[src/rtl/shot_sequencer.sv]
// Multi-shot run controller: issues one stb_shot per shot, waits for shot_done, idles shotgap cycles between shots.
// Optional per-shot watchdog enabled by defining SHOTSEQ_TIMEOUT_EN.
module shot_sequencer #(
  parameter int NSHOTWIDTH   = 32,
  parameter int GAPWIDTH     = 16,
  parameter int TIMEOUTWIDTH = 24
) (
  input  logic                    clk,
  input  logic                    reset,
  input  logic                    stb_start,
  input  logic                    stb_abort,
  input  logic [NSHOTWIDTH-1:0]   nshot,
  input  logic [GAPWIDTH-1:0]     shotgap,
  input  logic                    resetacc,
  input  logic [TIMEOUTWIDTH-1:0] timeout,
  input  logic                    shot_done,
  output logic                    stb_shot,
  output logic                    acc_clr,
  output logic                    busy,
  output logic [NSHOTWIDTH-1:0]   shotcnt,
  output logic                    lastshotdone,
  output logic                    aborted,
  output logic                    timedout
);

  localparam logic [1:0] IDLE = 2'd0;
  localparam logic [1:0] FIRE = 2'd1;
  localparam logic [1:0] WAIT = 2'd2;
  localparam logic [1:0] GAP  = 2'd3;

  logic [1:0]            state;
  logic [NSHOTWIDTH-1:0] nshot_l;
  logic [GAPWIDTH-1:0]   gap_l;
  logic [GAPWIDTH-1:0]   gap_cnt;
  logic                  resetacc_l;
  logic [NSHOTWIDTH-1:0] cnt_inc;

  assign cnt_inc = shotcnt + 1'b1;

`ifdef SHOTSEQ_TIMEOUT_EN
  logic [TIMEOUTWIDTH-1:0] wdog;
  logic [TIMEOUTWIDTH:0]   wdog_inc;
  logic                    wdog_expire;

  // wdog counts WAIT cycles already elapsed; expiry fires in the timeout-th WAIT cycle
  assign wdog_inc    = {1'b0, wdog} + 1'b1;
  assign wdog_expire = (timeout != '0) && (wdog_inc == {1'b0, timeout});
`else
  logic unused_timeout;
  assign unused_timeout = ^timeout;
  assign timedout       = 1'b0;
`endif

  always_ff @(posedge clk or posedge reset) begin
    if (reset) begin
      state        <= IDLE;
      nshot_l      <= '0;
      gap_l        <= '0;
      gap_cnt      <= '0;
      resetacc_l   <= 1'b0;
      stb_shot     <= 1'b0;
      acc_clr      <= 1'b0;
      busy         <= 1'b0;
      shotcnt      <= '0;
      lastshotdone <= 1'b0;
      aborted      <= 1'b0;
`ifdef SHOTSEQ_TIMEOUT_EN
      timedout     <= 1'b0;
      wdog         <= '0;
`endif
    end else begin
      stb_shot <= 1'b0;
      acc_clr  <= 1'b0;
      case (state)
        IDLE: begin
          // abort is ignored here, so a coincident start simply wins
          if (stb_start) begin
            nshot_l      <= nshot;
            gap_l        <= shotgap;
            resetacc_l   <= resetacc;
            shotcnt      <= '0;
            lastshotdone <= 1'b0;
            aborted      <= 1'b0;
`ifdef SHOTSEQ_TIMEOUT_EN
            timedout     <= 1'b0;
`endif
            if (nshot == '0) begin
              lastshotdone <= 1'b1;
            end else begin
              state    <= FIRE;
              busy     <= 1'b1;
              stb_shot <= 1'b1;
              acc_clr  <= resetacc;
            end
          end
        end
        FIRE: begin
          if (stb_abort) begin
            state   <= IDLE;
            busy    <= 1'b0;
            aborted <= 1'b1;
          end else begin
            state <= WAIT;
`ifdef SHOTSEQ_TIMEOUT_EN
            wdog  <= '0;
`endif
          end
        end
        WAIT: begin
          if (stb_abort) begin
            state   <= IDLE;
            busy    <= 1'b0;
            aborted <= 1'b1;
          end else if (shot_done) begin
            shotcnt <= cnt_inc;
            if (cnt_inc == nshot_l) begin
              state        <= IDLE;
              busy         <= 1'b0;
              lastshotdone <= 1'b1;
            end else if (gap_l == '0) begin
              state    <= FIRE;
              stb_shot <= 1'b1;
              acc_clr  <= resetacc_l && (cnt_inc == '0);
            end else begin
              state   <= GAP;
              gap_cnt <= gap_l;
            end
`ifdef SHOTSEQ_TIMEOUT_EN
          end else if (wdog_expire) begin
            state    <= IDLE;
            busy     <= 1'b0;
            timedout <= 1'b1;
          end else begin
            wdog <= wdog_inc[TIMEOUTWIDTH-1:0];
`endif
          end
        end
        GAP: begin
          if (stb_abort) begin
            state   <= IDLE;
            busy    <= 1'b0;
            aborted <= 1'b1;
          end else if (gap_cnt == GAPWIDTH'(1)) begin
            state    <= FIRE;
            stb_shot <= 1'b1;
            acc_clr  <= resetacc_l && (shotcnt == '0);
          end else begin
            gap_cnt <= gap_cnt - 1'b1;
          end
        end
        default: begin
          state <= IDLE;
          busy  <= 1'b0;
        end
      endcase
    end
  end

endmodule

[config.mk]
export PLATFORM = sky130hd
export DESIGN_NAME = shot_sequencer
export DESIGN_NICKNAME = d
export VERILOG_FILES = /design/src/rtl/shot_sequencer.sv
export SDC_FILE = /design/constraint.sdc
export NUM_CORES = 1
export LEC_CHECK = 0
export BUFFER_PORTS_ARGS = -buffer_cell sky130_fd_sc_hd__buf_2
export CELL_PAD_IN_SITES_DETAIL_PLACEMENT = 2
export CELL_PAD_IN_SITES_GLOBAL_PLACEMENT = 2
export CORE_MARGIN = 8
export CORE_UTILIZATION = 32
export CTS_BUF_LIST = sky130_fd_sc_hd__clkbuf_8
export CTS_CLUSTER_SIZE = 10
export DETAILED_ROUTE_END_ITERATION = 6
export PLACE_DENSITY_LB_ADDON = 0.1
export SLEW_MARGIN = 30
export SYNTH_ARGS = -nofsm -noshare
export SYNTH_HDL_FRONTEND = slang
export SYNTH_SLANG_ARGS = --single-unit
export TNS_END_PERCENT = 30
[constraint.sdc]
create_clock -name clk -period 3.5 [get_ports clk]
set_input_delay 0.35 -clock clk [delete_from_list [all_inputs] [get_ports clk]]
set_output_delay 0.35 -clock clk [all_outputs]
set_load 0.05 [all_outputs]
-- Word-level counts from Yosys, hierarchy flattened
Index checks and enable logic that the tools add are counted.
- bits in registers: 104
- output and inout port bits: 38
- input bits: 78
- equality and inequality tests: 19
- reductions and logical operators: 18
- add/sub/neg operators: 2
- multiplexer cells: 55
- operator list (cell ; count):
    32-bit zero test ; 3
    16-bit 2-to-1 mux ; 6
    32-bit 2-to-1 mux ; 3
    32-bit one-hot mux with 2 select lines ; 1
    32-bit by 1-bit adder with 32-bit output (second input constant) ; 1
    32-bit equality test ; 1
    16-bit one-hot mux with 2 select lines ; 1
    1-bit 2-to-1 mux ; 29
    2-bit 2-to-1 mux ; 9
    2-bit != test (second input constant) ; 9
    16-bit by 1-bit equality test with 1-bit output (second input constant) ; 1
    16-bit zero test ; 1
    16-bit by 1-bit subtractor with 16-bit output (second input constant) ; 1
    5-bit AND reduction ; 2
    3-bit != test (second input constant) ; 3
    1-bit one-hot mux with 3 select lines ; 3
    2-bit one-hot mux with 4 select lines ; 1
    4-bit AND reduction ; 2
    7-bit AND reduction ; 1
    2-bit equality test (second input constant) ; 2
    2-bit by 1-bit != test with 1-bit output (second input constant) ; 2
    1-bit one-hot mux with 2 select lines ; 2
    2-bit AND reduction ; 2
    2-bit nonzero test ; 2
    other kinds (5) ; 6

-- Logic depth before layout (Yosys ltp)
Gate-level depths: netlist of run 1.
- word-level depth: 8
- gate-level depth with buffers: 14
- mapped depth without buffers: 10

-- Worst setup path before layout of run 1
Ideal clock, no wire load.
- path kind: reg2reg
- start point: register shotcnt[1]
- end point: register gap_cnt[0]
- arrival: 3.700 ns
- slack: -0.326 ns
- stages on the path, launching flop included: 14
- cells stage by stage: dfrtp_1 ha_1 clkbuf_2 nand4_2 or4_1 buf_2 nor4_1 xnor2_1 xor2_1 nand4_1 o21a_1 buf_6 mux2_4 a221o_1
- longest elaborated chain between the ends: 4
- RTL lines (element ; line ; RTL):
    from (decl) ; 20 ; output logic [NSHOTWIDTH-1:0] shotcnt,
    from (signal assigned) ; 115 ; shotcnt <= cnt_inc;
    32-bit by 1-bit adder with 32-bit output ; 38 ; assign cnt_inc = shotcnt + 1'b1;
    32-bit equality test ; 116 ; if (cnt_inc == nshot_l) begin
    2-bit != test (no line) ; - ;
    7-bit AND reduction (no line) ; - ;
    to (signal assigned) ; 126 ; gap_cnt <= gap_l;
    to (signal assigned) ; 148 ; gap_cnt <= gap_cnt - 1'b1;
    to (decl) ; 34 ; logic [GAPWIDTH-1:0] gap_cnt;
No other way between the ends.
A chain may end at the register's enable or synchronous reset.

-- Worst setup path in the final report of run 1
Ends and elaborated chain as after synthesis.

==> results of run 1 <==
==> power groups by stage <==
stage          clock (mW)  combinational (mW)  sequential (mW)
6_report            0.880                1.76             2.09
5_1_grt             0.945                1.93             2.15
4_1_cts             0.913                1.77             2.09
3_5_place_dp            0                1.76             2.12
3_3_place_gp            0                1.68             2.08
2_1_floorplan           0                1.24             2.00
==> how the worst max path moves through the flow <==
stage | endpoint | startpoint | slack, ns
floorplan | gap_cnt[0] | shotcnt[1] | 0.005
global placement | gap_cnt[0] | shotcnt[1] | -0.1
detailed placement | gap_cnt[0] | shotcnt[1] | -0.13
CTS | gap_cnt[0] | shotcnt[1] | 0.04
global route | gap_cnt[4] | shotcnt[1] | 0.001
finish | gap_cnt[0] | shotcnt[1] | 0.11
==> worst max-delay path, cell delays in order (launching register included) <==
cell and delay, ns:
dfrtp_2 0.48, ha_4 0.22, nand4_4 0.11, or4_1 0.52
buf_4 0.20, o21ai_0 0.20, nand4b_1 0.15, nor4_1 0.35
nand4_2 0.18, o21a_1 0.25, mux2_4 0.27, a221o_1 0.35
==> routing by layer <==
metal,GRT usage (%),wire (um),up-vias
met5,0,10,-
met4,5.69,425,2
met3,2.33,784,26
met2,36.9,13600,119
met1,25.1,11400,3331
li1,-,-,2992
==> area by class of cell <==
class / count / area share, %
clock buffer: 10 / 1.68
clock inverter: 6 / 1.02
inverter: 20 / 0.946
multi-input combinational: 558 / 46.6
sequential: 104 / 31.9
tap: 275 / 4.20
timing repair buffer: 175 / 13.6
==> registers in the layout (all words and copies together) (netlist names) <==
| register | cells |
|---|---|
| aborted | 1 |
| acc_clr | 1 |
| busy | 1 |
| gap_cnt | 16 |
| gap_l | 16 |
| lastshotdone | 1 |
| nshot_l | 32 |
| resetacc_l | 1 |
| shotcnt | 32 |
| state | 2 |
| stb_shot | 1 |
==> synthesized netlist by cell type, types with 15 or more instances <==
cell	number
nand4_1	19
xnor2_1	25
buf_2	15
nor3_1	24
dfrtp_1	104
nor2_1	67
mux2_2	46
clkbuf_1	38
o21ai_0	53
nor4_1	33
xor2_1	17
nand3_1	28
a21oi_1	31
nand2_1	52
inv_1	20
o31ai_1	15
==> cells by family after synthesis <==
family / Yosys count
buffers and inverters: 83
muxes: 50
xor gates and xnor gates: 46
DFF: 104
and+or+nand+nor: 287
adders and majority gates: 5
AOI/OAI and AO/OA: 169
other: 1
==> repair_timing <==
action | 4_1_cts | 5_1_grt
pin swaps | 0 | 2
endpoints found under the hold margin | 19 | 0
resized for setup | 2 | 12
buffers inserted | 0 | 2
endpoints found under the setup margin | 17 | 17
hold buffers | 1 | 0
==> metrics by stage <==
step | area (um2) | TNS [ns]
final | 8200 | 0
after global routing | 8200 | 0
after CTS | 8120 | 0
after detailed placement | 7880 | -0.871
after global placement | 7880 | -0.583
after floorplan | 6730 | 0
==> cells in the final DEF, fill, tap and decap left out, drive strengths merged, types with 4 or more instances in the layout <==
| cell | netlist | routed |
|---|---|---|
| nor4 | 33 | 33 |
| and3 | 8 | 8 |
| o31ai | 15 | 15 |
| and4 | 8 | 8 |
| nor2b | 8 | 8 |
| nor3 | 25 | 25 |
| clkbuf | 40 | 10 |
| xor2 | 17 | 17 |
| o22ai | 9 | 9 |
| mux2 | 47 | 47 |
| inv | 20 | 23 |
| o32a | 9 | 9 |
| o21ai | 53 | 53 |
| nand2 | 52 | 52 |
| a211oi | 5 | 5 |
| nand4 | 22 | 22 |
| or3 | 4 | 4 |
| xnor3 | 4 | 4 |
| o41ai | 4 | 4 |
| nor2 | 67 | 67 |
| xnor2 | 25 | 25 |
| ha | 5 | 5 |
| or4 | 5 | 5 |
| nand3 | 29 | 29 |
| a31oi | 13 | 13 |
| nor4b | 4 | 4 |
| buf | 23 | 174 |
| dfrtp | 104 | 104 |
| and2 | 7 | 7 |
| a21oi | 32 | 32 |
==> impl_metrics.json, run 1 <==
{
  "status": "complete, no violations",
  "cts_made_buffers": 9,
  "synthAdderAreaFrac_pct": 0.938,
  "required_ns": 3.79,
  "grt_start_max_net_pins": 56,
  "tightestPinTransition_ns": 0.763,
  "ir_worst_vdd_uv": 262,
  "synth-seq-area-share_pct": 39.0,
  "setup_violations": 0,
  "switching_share_pct": 40.2,
  "drv_cap": 0,
  "p_sw_mw": 1.90,
  "path_clk_slew_ns": 0.12,
  "rsz0062_at_grt": "no",
  "synth_compound_area_share_pct": 16.4,
  "holdCritPathClass": "in -> reg",
  "p_int_mw": 2.83,
  "synthXorXnorAreaFrac_pct": 6.86,
  "num_antenna_cells": 0,
  "crit_fanout": 9,
  "syn_area_mm2": 0.00667,
  "grt_usage_pct": 20.4,
  "regToRegStartpoint": "shotcnt[1]",
  "drt_first_iter_violations": 341,
  "final_cells": 1148,
  "setup_ws_ns": 0.108,
  "numPlacedInstances": 1129,
  "vias_per_cell": 5.64,
  "end_kind": "flop",
  "critical_path_class": "reg -> reg",
  "p_seq_share_pct": 44.1,
  "pin_count": 116,
  "timing.hold.ws_ns": 0.163,
  "finalClockSkew_ns": 0.0217,
  "hold_depth": 3,
  "fillCellCount": 2307,
  "synth_nets": 828,
  "place_congestion": 0.927,
  "final_nets": 951,
  "finalHoldViolCount": 0,
  "core_area_mm2": 0.0208,
  "clock.fmax_mhz": 295,
  "die_y_um": 160,
  "power_mw": 4.73,
  "cts_tree": "yes",
  "synthArstFlopShare_pct": 100,
  "area.growth.synth_to_final_pct": 22.9,
  "clock_latency_ns": 0.40,
  "port_buffers": 90,
  "synthTopCellsByArea": "dfrtp_1 (39%), mux2_2 (7.8%), o21ai_0 (4.0%), nor2_1 (3.8%), xnor2_1 (3.3%)",
  "combPwrFrac_pct": 37.3,
  "final_layout_size_suffix_gt1_share_pct": 31.6,
  "synth_edf_count": 0,
  "synth_top_area_share_pct": 39.0,
  "holdPathEnd": "gap_l[2]",
  "die_area_mm2": 0.0257,
  "antenna_found_initial": 1,
  "finalCoreUtilization_pct": 39.5,
  "r2r-end": "gap_cnt[0]",
  "drv_slew": 0,
  "gr-total-overflow": 0,
  "synth_top_family_by_area": "simple AND/OR/NAND/NOR gates",
  "clock-root-buffer": "clkbuf_8",
  "htree_levels": 3,
  "maxSlewHeadroom_pct": 48.7,
  "synth_cell_type_count": 69,
  "clockPowerShare_pct": 18.6,
  "grt_pass1_wl_mm": 41.5,
  "power_density_mw_per_mm2": 577,
  "min_period_over_period_pct": 96.9,
  "wire_per_inst_um": 22.8,
  "firstDrtPassIters": 4,
  "die_x_um": 160,
  "worstHoldStart": "shotgap[2]",
  "synth_top_cell_by_area": "dfrtp_1",
  "post-place-ws_ns": -0.129,
  "syn_avg_cell_area_um2": 8.95,
  "vias": 6470,
  "regArea_mm2": 0.00262,
  "rows": 53,
  "p_leak_nw": 3.44,
  "start_kind": "flop",
  "ys_ff_latch": 104,
  "r2r_cells": 11,
  "dpl.hpwl_mm": 20.5,
  "muxShareOfSynthArea_pct": 8.44,
  "clockBufferDepth": 2,
  "postRouteWirelength_mm": 26.2,
  "drc": 0,
  "period_needed_ns": 3.39,
  "yosys_warnings": 0,
  "clkSinkCount": 104,
  "syn-instance-count": 745,
  "grt_pass1_vias": 7101,
  "synth_ff_type": "dfrtp_1",
  "worst_ep_arrival_time_ns": 3.68,
  "initial_utilization_pct": 32.1,
  "ant_nets": 0,
  "ff2ff_setup_slack_ns": 0.11,
  "yosys.area_share.simple_pct": 22.9,
  "multi_input_area_mm2": 0.00382
}
Power figures use the tool's default switching activity.
==> run 2: changes to the inputs <==
--- a/config.mk
+++ b/config.mk
@@ -15,4 +15,6 @@
 export DETAILED_ROUTE_END_ITERATION = 6
 export PLACE_DENSITY_LB_ADDON = 0.1
+export REMOVE_ABC_BUFFERS = 1
+export SETUP_SLACK_MARGIN = 0.15
 export SLEW_MARGIN = 30
 export SYNTH_ARGS = -nofsm -noshare
==> constraint.sdc (replaced) <==
create_clock -name clk -period 3.5 [get_ports clk]
set_input_delay 0.875 -clock clk [delete_from_list [all_inputs] [get_ports clk]]
set_output_delay 0.875 -clock clk [all_outputs]
set_load 0.05 [all_outputs]
==> run 2 against run 1 <==
Against the previous run: routed wire length shrank 0.15%; worst hold slack gained 0.34 ns; total power shrank 2.0%; sequential power shrank 2%; largest power group unchanged; sequential cell count is the same; combinational power grew 3%; cell count is the same; maximum frequency grew 3.8%; non-clock buffer count is the same.
==> impl_metrics.json, run 2 (synthesis gave the netlist of run 1 again) <==
{
  "switching_share_pct": 40.8,
  "path_clk_slew_ns": 0.12,
  "layout_commonest_cell": "dfrtp_1",
  "setup_violations": 0,
  "area.growth.synth_to_final_pct": 22.7,
  "drt_first_iter_violations": 286,
  "die_y_um": 160,
  "ctsHoldBuffers": 0,
  "reg_top3": "nshot_l x32, shotcnt x32",
  "grt_start_max_net_pins": 71,
  "critical_path_class": "reg -> reg",
  "cts_tree": "yes",
  "htree_levels": 3,
  "drc": 0,
  "holdCritPathClass": "reg -> reg",
  "worst_ep_arrival_time_ns": 3.56,
  "final_nets": 951,
  "power_density_mw_per_mm2": 567,
  "pin_count": 116,
  "ant_nets": 0,
  "antenna_found_initial": 1,
  "gr-total-overflow": 0,
  "maxSlewHeadroom_pct": 44.8,
  "initial_utilization_pct": 32.1,
  "min_period_over_period_pct": 93.4,
  "p_sw_mw": 1.89,
  "cts_made_buffers": 9,
  "clockBufferDepth": 2,
  "grt_usage_pct": 20.4,
  "drv_cap": 0,
  "vias_per_cell": 5.56,
  "design_area_mm2": 0.00818,
  "dpl.hpwl_mm": 20.3,
  "ir_worst_vdd_uv": 281,
  "ff2ff_setup_slack_ns": 0.23,
  "required_ns": 3.79,
  "firstDrtPassIters": 4,
  "finalCoreUtilization_pct": 39.4,
  "mostFrequentLayoutCells": "dfrtp_1 (100), buf_2 (90), buf_4 (82)",
  "combPwrFrac_pct": 38.9,
  "clockPowerShare_pct": 16.8,
  "end_kind": "flop",
  "rows": 53,
  "fin_tns_setup_ns": 0,
  "die_x_um": 160,
  "core_area_mm2": 0.0208,
  "vias": 6382,
  "clkSinkCount": 104,
  "port_buffers": 90,
  "finalHoldViolCount": 0,
  "num_antenna_cells": 0,
  "place_congestion": 0.836,
  "p_seq_share_pct": 44.3,
  "die_area_mm2": 0.0257,
  "clock-root-buffer": "clkbuf_8",
  "grt_pass1_vias": 7254,
  "post-place-ws_ns": 0.0784,
  "tightestPinTransition_ns": 0.820,
  "postRouteWirelength_mm": 26.2,
  "start_kind": "flop",
  "clock_latency_ns": 0.39,
  "p_leak_nw": 3.45,
  "wire_per_inst_um": 22.8,
  "period_needed_ns": 3.27,
  "crit_fanout": 10,
  "p_int_mw": 2.75,
  "place_area_mm2": 0.00782,
  "grt_pass1_wl_mm": 41.8,
  "final_layout_size_suffix_gt1_share_pct": 31.8,
  "finalClockSkew_ns": 0.0153,
  "clock.fmax_mhz": 306,
  "power_mw": 4.64,
  "status": "complete, no violations",
  "drv_slew": 0,
  "rsz0062_at_grt": "no",
  "setup_ws_ns": 0.233
}
==> run 2: changes by cell type in the layout (fill, tap and decap cells not counted), moves of 2 or more <==
cell	before	now
and2_0	2	0
and2_1	5	7
clkinv_2	0	2
dfrtp_1	92	100
dfrtp_2	12	4
nor4_1	28	25
nor4_2	3	7
or4_1	4	2
or4_4	1	3
==> run 2: worst paths after layout <==
kind	endpoint	depth (start not counted)	from
setup reg to reg	gap_cnt[0]	11	shotcnt[6]
max in group asynchronous	shotcnt[5]	3	reset
hold reg to reg	busy	1	busy
min in group asynchronous	nshot_l[7]	2	reset
hold / removal	busy	1	busy
setup / recovery	gap_cnt[0]	11	shotcnt[6]
==> run 2: stage by stage <==
| stage | cells | hold WS, ns |
|---|---|---|
| 6_report | 1148 | 0.499 |
| 5_1_grt | 1148 | 0.541 |
| 4_1_cts | 1144 | 0.499 |
| 3_5_place_dp | 1128 | 0.470 |
| 3_3_place_gp | 1128 | 0.469 |
| 2_1_floorplan | 682 | 0.483 |
==> run 2: repair_timing <==
action	4_1_cts	5_1_grt
setup buffers	0	4
pin swaps	0	7
endpoints found under the hold margin	0	0
gates cloned	0	0
gates resized for setup	10	25
endpoints found under the setup margin	12	19
==> run 2: power groups by stage <==
stage                     clock network, mW  registers (mW)  logic [mW]
final                                 0.779            2.05        1.81
after global routing                  0.850            2.12        1.98
after floorplan                           0            2.02        1.19
after detailed placement                  0            2.09        1.80
after global placement                    0            2.05        1.72
after CTS                             0.813            2.06        1.81
==> run 2: layout make-up <==
cell class,count,area (um2)
inverter,20,80.1
clock inverter,7,63.8
fill,2348,12600
tap,275,344
sequential,104,2610
multi-input combinational,558,3850
timing repair buffer,175,1120
clock buffer,9,124
==> run 2: critical path, stage by stage (launching register included) <==
cell,delay [ns]
dfrtp_2,0.52
nand4_1,0.16
or4_4,0.58
buf_4,0.19
nor3_2,0.20
buf_4,0.15
xnor3_1,0.14
o2111a_1,0.20
nand4_2,0.13
o21a_4,0.28
mux2_4,0.26
a221o_1,0.35
==> run 2: metal layers <==
layer | vias up | global-route usage [%] | wire length [um]
met5 | - | 0 | 10
met4 | 2 | 6.41 | 533
met3 | 31 | 2.51 | 581
met2 | 89 | 38.0 | 14000
met1 | 3275 | 23.8 | 11000
li1 | 2985 | - | -
